### src/rtl/rggen_irq_coalescer.sv
`default_nettype none
// +--------------------------------------------------------------------------+
// | rggen_irq_coalescer                                                      |
// | Interrupt coalescing in front of W0/1C status fields: forwards event     |
// | pulses to set inputs, raises one irq on a count threshold or a timeout,  |
// | holds it until all enabled status bits are cleared.                      |
// | Optional timeout path: define RGGEN_IRQ_COALESCER_TIMEOUT_EN             |
// | Revision: 1.0                                                            |
// +--------------------------------------------------------------------------+
module rggen_irq_coalescer #(
  parameter int WIDTH       = 8,
  parameter int COUNT_WIDTH = 8,
  parameter int TIMER_WIDTH = 16
) (
  input  logic                   i_clk,
  input  logic                   i_rst,
  input  logic [WIDTH-1:0]       i_event,
  input  logic [WIDTH-1:0]       i_enable,
  input  logic [WIDTH-1:0]       i_status,
  input  logic [COUNT_WIDTH-1:0] i_threshold,
  input  logic [TIMER_WIDTH-1:0] i_timeout,
  output logic [WIDTH-1:0]       o_set,
  output logic                   o_irq,
  output logic [COUNT_WIDTH-1:0] o_count
);

  typedef enum logic [1:0] {
    IDLE   = 2'd0,
    ACCUM  = 2'd1,
    ASSERT = 2'd2
  } state_t;

  localparam logic [COUNT_WIDTH-1:0] COUNT_MAX = '1;
  localparam logic [COUNT_WIDTH-1:0] COUNT_ONE = COUNT_WIDTH'(1);

  state_t                 state;
  state_t                 state_next;
  logic [COUNT_WIDTH-1:0] count_next;
  logic [COUNT_WIDTH-1:0] count_inc;
  logic [COUNT_WIDTH-1:0] threshold_eff;
  logic                   hit;
  logic                   threshold_hit;
  logic                   timeout_hit;
  logic                   clear_done;

  assign hit           = |(i_event & i_enable);
  assign threshold_eff = (i_threshold == '0) ? COUNT_ONE : i_threshold;
  assign count_inc     = (hit && (o_count != COUNT_MAX)) ? o_count + COUNT_ONE : o_count;
  // Compare one bit wider so a saturated count plus a hit still reaches the threshold.
  assign threshold_hit = ({1'b0, o_count} + (COUNT_WIDTH + 1)'(hit)) >= {1'b0, threshold_eff};
  // o_set and i_event cover the two cycles before a new event shows up on i_status.
  assign clear_done    = ((i_status | o_set | i_event) & i_enable) == '0;

`ifdef RGGEN_IRQ_COALESCER_TIMEOUT_EN
  localparam logic [TIMER_WIDTH-1:0] TIMER_MAX = '1;
  localparam logic [TIMER_WIDTH-1:0] TIMER_ONE = TIMER_WIDTH'(1);

  logic [TIMER_WIDTH-1:0] timer;
  logic [TIMER_WIDTH-1:0] timer_next;

  assign timeout_hit = (i_timeout != '0) && (timer == i_timeout);

  always_ff @(posedge i_clk) begin
    if (i_rst) begin
      timer <= '0;
    end else begin
      timer <= timer_next;
    end
  end
`else
  logic unused_timeout;

  assign unused_timeout = ^i_timeout;
  assign timeout_hit    = 1'b0;
`endif

  always_comb begin
    state_next = state;
    count_next = o_count;
`ifdef RGGEN_IRQ_COALESCER_TIMEOUT_EN
    timer_next = timer;
`endif
    case (state)
      IDLE: begin
        if (hit) begin
          count_next = COUNT_ONE;
`ifdef RGGEN_IRQ_COALESCER_TIMEOUT_EN
          timer_next = TIMER_ONE;
`endif
          state_next = (threshold_eff == COUNT_ONE) ? ASSERT : ACCUM;
        end
      end
      ACCUM: begin
        count_next = count_inc;
`ifdef RGGEN_IRQ_COALESCER_TIMEOUT_EN
        timer_next = (timer == TIMER_MAX) ? timer : timer + TIMER_ONE;
`endif
        if (threshold_hit || timeout_hit) begin
          state_next = ASSERT;
        end
      end
      ASSERT: begin
        if (clear_done) begin
          state_next = IDLE;
          count_next = '0;
`ifdef RGGEN_IRQ_COALESCER_TIMEOUT_EN
          timer_next = '0;
`endif
        end else begin
          count_next = count_inc;
        end
      end
      default: begin
        state_next = IDLE;
        count_next = '0;
      end
    endcase
  end

  always_ff @(posedge i_clk) begin
    if (i_rst) begin
      state   <= IDLE;
      o_set   <= '0;
      o_irq   <= 1'b0;
      o_count <= '0;
    end else begin
      state   <= state_next;
      o_set   <= i_event;
      o_irq   <= (state_next == ASSERT);
      o_count <= count_next;
    end
  end

endmodule
`default_nettype wire

### config.mk
export PLATFORM = sky130hd
export DESIGN_NAME = rggen_irq_coalescer
export DESIGN_NICKNAME = d
export VERILOG_FILES = /design/src/rtl/rggen_irq_coalescer.sv
export SDC_FILE = /design/constraint.sdc
export NUM_CORES = 1
export LEC_CHECK = 0
export CORE_MARGIN = 2
export CORE_UTILIZATION = 39
export CTS_CLUSTER_DIAMETER = 50
export DETAILED_ROUTE_END_ITERATION = 8
export PLACE_DENSITY = 0.8
export SETUP_SLACK_MARGIN = 0.2
export SYNTH_ARGS = -nofsm -noshare
export SYNTH_HDL_FRONTEND = slang
export SYNTH_SLANG_ARGS = --single-unit
### constraint.sdc
create_clock -name i_clk -period 4.71 [get_ports i_clk]
set_input_delay 1.413 -clock i_clk [delete_from_list [all_inputs] [get_ports i_clk]]
set_output_delay 1.413 -clock i_clk [all_outputs]
set_load 0.03 [all_outputs]
# ---- Word level (Yosys, flattened, before mapping)
# Index checks and enable logic that the tools add are counted.
# W data, S select, Z words.
dict set report totals {
  reg_bits 19
  latchBits 0
  mem_bits_rw 0
  romBits 0
  inputBits 50
  memories 0
}
dict set report classes {
  addsub 2
  n_mul 0
  div 0
  n_lt_le_gt_ge 1
  n_eq_ne 6
  shifts 0
  muxes 10
  bitwise_logic 4
  reduce_logical 5
}
# operator count
set op_table {}
lappend op_table {{$mux W8} 4}
lappend op_table {{$pmux W8 S3} 1}
lappend op_table {{$and A8 B8 Y8} 2}
lappend op_table {{$logic_not A8 Y1} 2}
lappend op_table {{$or A8 B8 Y8} 2}
lappend op_table {{$add A8 B1 Y9} 1}
lappend op_table {{$ge A9 B8 Y1} 1}
lappend op_table {{$add A8 B1 Y8 const B} 1}
lappend op_table {{$eq A8 B1 Y1 const B} 1}
lappend op_table {{$mux W2} 4}
lappend op_table {{$ne A8 B8 Y1 const B} 1}
lappend op_table {{$reduce_or A8 Y1} 1}
lappend op_table {{$pmux W2 S3} 1}
lappend op_table {{$eq A2 B2 Y1 const B} 2}
lappend op_table {{$eq A2 B1 Y1 const B} 1}
lappend op_table {{$logic_not A2 Y1} 1}
lappend op_table {{$ne A2 B2 Y1 const B} 1}
lappend op_table {{$logic_and A1 B1 Y1} 1}

# ---- Depth between registers and ports, before layout
# Gate-level depths: netlist (run 1).
dict set report depth {
  ltp_word 7
  depth_mapped 14
  ltp_nobuf 13
}

# ---- Least setup slack after synthesis (run 1)
# Ideal clock, no wire load.
dict set report synth_path {
  kind {input to register}
  startpoint {in i_enable[4]}
  endpoint {reg o_irq}
  setup_ns 0.116
  t_arrival_ns 3.679
  path_slack_ns 0.916
  cell_stages 14
  path_buffers 1
  cell_sequence {a22oi_1 -> nand4_1 -> buf_4 -> ha_1 -> ha_1 -> nand3_1 -> nor2_1 -> xor2_1 -> ha_1 -> a21o_1 -> nand2_1 -> nand4b_1 -> or3_4 -> and3b_1}
}
dict set report synth_via {
  elab_chain_len 7
  elab_cells_between_ends 11
  classes_between {add/sub: 1; order compare: 1; eq/ne: 1; mux: 4; bitwise: 2; reduce/logical: 2}
}
# item line
set synth_lines {}
lappend synth_lines {{start: declaration} 18} ;# input logic [WIDTH-1:0] i_enable,
lappend synth_lines {{$and A8 B8 Y8} 46} ;# assign hit = |(i_event & i_enable);
lappend synth_lines {{$reduce_or A8 Y1} 46}
lappend synth_lines {{$add A8 B1 Y9} 50} ;# assign threshold_hit = ({1'b0, o_count} + (COUNT_WIDTH + 1)'(hit)) >= {1'b0, threshold_eff};
lappend synth_lines {{$ge A9 B8 Y1} 50}
lappend synth_lines {{$mux W2} 98} ;# if (threshold_hit || timeout_hit) begin
lappend synth_lines {{$pmux W2 S3 *} 83} ;# case (state)
lappend synth_lines {{$eq A2 B2 Y1 *} 129} ;# o_irq <= (state_next == ASSERT);
lappend synth_lines {{end signal: assignment} 129}
lappend synth_lines {{end: declaration} 23} ;# output logic o_irq,
# Mark *: on every way between the ends. The rest lies on a longest branch, timed or not.
# A chain may end at the register's enable or synchronous reset.

# ---- Worst setup path in the final report (run 1)
dict set report layout_path {
  startpoint {in i_event[4]}
  endpoint {reg state[0]}
}
dict set report layout_via {
  elab_chain_len 6
  elab_cells_between_ends 11
  classes_between {add/sub: 1; order compare: 1; mux: 4; bitwise: 3; reduce/logical: 2}
}
# item line
set layout_lines {}
lappend layout_lines {{start: declaration} 17} ;# input logic [WIDTH-1:0] i_event,
lappend layout_lines {{$and A8 B8 Y8} 46}
lappend layout_lines {{$reduce_or A8 Y1} 46}
lappend layout_lines {{$add A8 B1 Y9} 50}
lappend layout_lines {{$ge A9 B8 Y1} 50}
lappend layout_lines {{$mux W2} 98}
lappend layout_lines {{$pmux W2 S3 *} 83}
lappend layout_lines {{end signal: assignment} 127} ;# state <= state_next;
lappend layout_lines {{end: declaration} 36} ;# state_t state;
# Marked as above.

==> impl_metrics.toml, run 1 <==
[finish]
areaGrowthSynthToFinish_pct = 45.1
drive_gt1_share_pct = 5.21
nets = 254
nFillCells = 282
stdcell_count = 236
num_antenna_cells = 0

[worst_setup_path]
cp_max_fo = 3
r2r-start = "o_count[0]"
path_cells = "clkdlybuf4s50_1, a22oi_1, nand4_1, ha_1, ha_1, nand3_1, nor2_1, xor2_1, ha_1, a21o_1, nand2_1, nand4b_1, or3_4, a211oi_2"
rrSetupSlack_ps = 2080
end_kind = "register"
crit_path_start = "i_event[4]"
reg2regPathDepth = 11
r2r_end = "state[0]"
cpLargestDelayFamily = "simple AND/OR/NAND/NOR gates"
crit_arrival_ps = 4260
worstPathRequired_ps = 4930
worst_path_largest_cell_delay_ps = 440
path_common_cell = "ha_1"
path_class = "in -> reg"
worstSetupStartpointType = "primary input"
cpMaxStageDelayCell = "clkdlybuf4s50_1"
worst-path-buf-inv = 1

[sta]
setup_viol = 0
maxSlewHeadroom_pct = 51.5
fin_skew_ps = 9.51
worst_pin_slew_ps = 725
drv_slew = 0
whs_ps = 571
final.setup.tns_ps = 0
min_period_ps = 4040
min_period_over_period_pct = 85.7
timing.fmax_mhz = 248
rsz0062_at_grt = "no"
hold_viol = 0

[yosys]
synth_ff_type = "dfxtp_1"
yosys_warnings = 0
ys_ff_latch = 19
synth.distinct_cells = 37
synth_area_mm2 = 0.00126
synthesis.nets = 203
async_flop_share_pct = 0
postSynthCellCount = 142
synth-edff-count = 0
avgSynthCellArea_um2 = 8.87
seq_area_frac_synth_pct = 30.2

[global_routing]
grt_pass1_vias = 1229
grt.overflow.total = 0
grt_max_degree = 21
grt_pass1_wl_mm = 5.29
grt_antenna_before_repair = 0
grt_use_total_pct = 18.8

[placed_design]
dp_cells = 232
gp_routability_congestion = 0.839
portBuffers = 50
dp_hpwl_mm = 2.59

[detailed_routing]
drt_wl_total_mm = 3.21
drtIter0Drc = 24
vias = 1217
drcViolationCount = 0
antenna_left = 0
vias_per_cell = 5.16
wl_per_cell_um = 13.6
drt_pass1_iterations = 4

[die]
io_pins = 67
dieWidth_um = 60.8
core-area_mm2 = 0.00305
dieArea_mm2 = 0.00370
die_h_um = 60.8
rows = 20
initial_core_util_pct = 41.3

[hold_path]
min-delay-start = "state[1]"
holdCritPathClass = "reg -> reg"
worstHoldPathCells = 1
min_to = "state[0]"

[clock_network]
cts_tree = "built"
clk_latency_ps = 300
post_cts_buffers = 0
ctsRootBufferMaster = "clkbuf_4"
clk_path_buf_depth = 2
htreeDepth = 1
cts.sinks = 19
clk_pin_slew_ps = 120
ctsResizeCount = 0
cts_buffers = 3
cts_hold_repair.buffers = 0

[power]
vdd_ir_drop_max_uv = 117
power_density_mw_per_mm2 = 224
p_leak_nw = 0.748
total_power_uw = 410

[job]
max_cap_violations = 0

[status]
status = "finished, final reports clean"
Yosys cell counts, types with 2 or more instances:
| master | count | area share, % |
|---|---|---|
| nand2b_1 | 2 | 0.99 |
| nor2_1 | 8 | 2.4 |
| xor2_1 | 6 | 4.2 |
| mux2i_1 | 2 | 1.6 |
| and3_1 | 2 | 0.99 |
| inv_1 | 9 | 2.7 |
| buf_2 | 2 | 0.79 |
| and3b_1 | 3 | 2.1 |
| dfxtp_1 | 19 | 30 |
| nor2b_1 | 10 | 5.0 |
| nor3_1 | 9 | 3.6 |
| clkbuf_1 | 2 | 0.60 |
| xnor2_1 | 6 | 4.2 |
| nor4b_1 | 2 | 1.4 |
| nand3_1 | 6 | 2.4 |
| a22oi_1 | 4 | 2.4 |
| o22ai_1 | 2 | 0.99 |
| o31ai_1 | 8 | 4.8 |
| nand4_1 | 6 | 3.0 |
| o21a_1 | 2 | 1.2 |
| ha_1 | 11 | 11 |
| nand2_1 | 6 | 1.8 |
cell usage in the layout, fill, tap and decap left out:
cell / count
nor2_1: 8
mux2i_1: 2
clkbuf_4: 3
a21oi_1: 1
nor4b_1: 2
dfxtp_1: 19
nor3_1: 9
ha_1: 11
o22a_1: 1
nand3_1: 6
o31ai_1: 8
or3_4: 1
and3b_1: 3
nand4b_1: 1
xnor2_1: 6
o21a_1: 2
and3_1: 2
o22ai_1: 2
clkinvlp_4: 1
a31oi_1: 1
nand2_1: 6
nor4_1: 1
xor2_1: 6
inv_1: 9
a311o_1: 1
a211oi_2: 1
nor3b_1: 1
buf_4: 1
a22oi_1: 4
nand4_1: 6
clkdlybuf4s50_1: 50
nand2b_1: 2
or3_1: 1
nand2b_4: 1
nand4_2: 1
nor2b_1: 10
a21o_1: 1
a2111oi_4: 1
final cells by class:
type / instances / area [µm²] / area share [%]
clock buffer: 3 / 22.5 / 1.23
timing repair buffer: 51 / 508 / 27.8
clock inverter: 1 / 7.51 / 0.411
multi-input combinational: 109 / 821 / 44.9
sequential: 19 / 380 / 20.8
tap: 44 / 55.1 / 3.01
inverter: 9 / 33.8 / 1.85
sequential cells by signal, indices dropped and copies added (netlist names):
signal	count
o_count	8
o_set	8
state	2
o_irq	1
how the worst max path moves through the flow:
stage | endpoint | slack [ps] | cells past startpoint
2_1_floorplan | o_irq | 920 | 14
3_3_place_gp | o_irq | 430 | 14
3_5_place_dp | state[1] | 370 | 14
4_1_cts | state[0] | 690 | 14
5_1_grt | state[0] | 470 | 14
6_report | state[0] | 670 | 14
kinds of logic (layout without fill, tap and decap cells):
| kind of cell | Yosys count | after routing | share of synthesized area (%) |
|---|---|---|---|
| buffers and inverters | 14 | 64 | 4.67 |
| AO/OA/AOI/OAI | 23 | 23 | 15.5 |
| adder cells (fa/ha/maj) | 11 | 11 | 10.9 |
| flip-flops | 19 | 19 | 30.2 |
| multiplexers | 2 | 2 | 1.59 |
| XOR/XNOR | 12 | 12 | 8.34 |
| AND/OR/NAND/NOR | 61 | 61 | 28.8 |
metrics by stage:
stage               setup WS, ps  utilization (%)  cell area [µm²]
global placement             431             58.9             1800
CTS                          691             59.9             1830
floorplan                    916                -             1260
global route                 471             59.9             1830
detailed placement           374             58.9             1800
finish                       673             59.9             1830
where the power goes:
group	internal [mW]	switching [mW]	total [mW]	leakage (nW)
clock	0.0324	0.0537	0.0861	0.0139
combinational	0.0775	0.0622	0.140	0.578
sequential	0.171	0.0131	0.184	0.156
total	0.281	0.129	0.410	0.748
routing by layer:
layer	track usage [%]	part of all wire [%]
met3	2.35	1.8
met2	33.6	51
met1	23.0	46
met4	6.83	1.2
met5	0	0
Note: power is estimated with default switching activity, not from simulation.
==> run 2, diff against run 1 <==
--- a/config.mk
+++ b/config.mk
@@ -7,7 +7,7 @@
 export LEC_CHECK = 0
 export CORE_MARGIN = 2
 export CORE_UTILIZATION = 39
-export CTS_CLUSTER_DIAMETER = 50
+export CTS_CLUSTER_DIAMETER = 80
 export DETAILED_ROUTE_END_ITERATION = 8
 export PLACE_DENSITY = 0.8
 export SETUP_SLACK_MARGIN = 0.2
==> results of run 2 <==
No change in the layout: final DEF, timing and power equal those of run 1.
==> run 3, diff against run 2 <==
--- a/config.mk
+++ b/config.mk
@@ -8,6 +8,7 @@
 export CORE_MARGIN = 2
 export CORE_UTILIZATION = 39
 export CTS_CLUSTER_DIAMETER = 80
+export CTS_CLUSTER_SIZE = 16
 export DETAILED_ROUTE_END_ITERATION = 8
 export PLACE_DENSITY = 0.8
 export SETUP_SLACK_MARGIN = 0.2
==> results of run 3 <==
No change in the layout: final DEF, timing and power equal those of run 1.
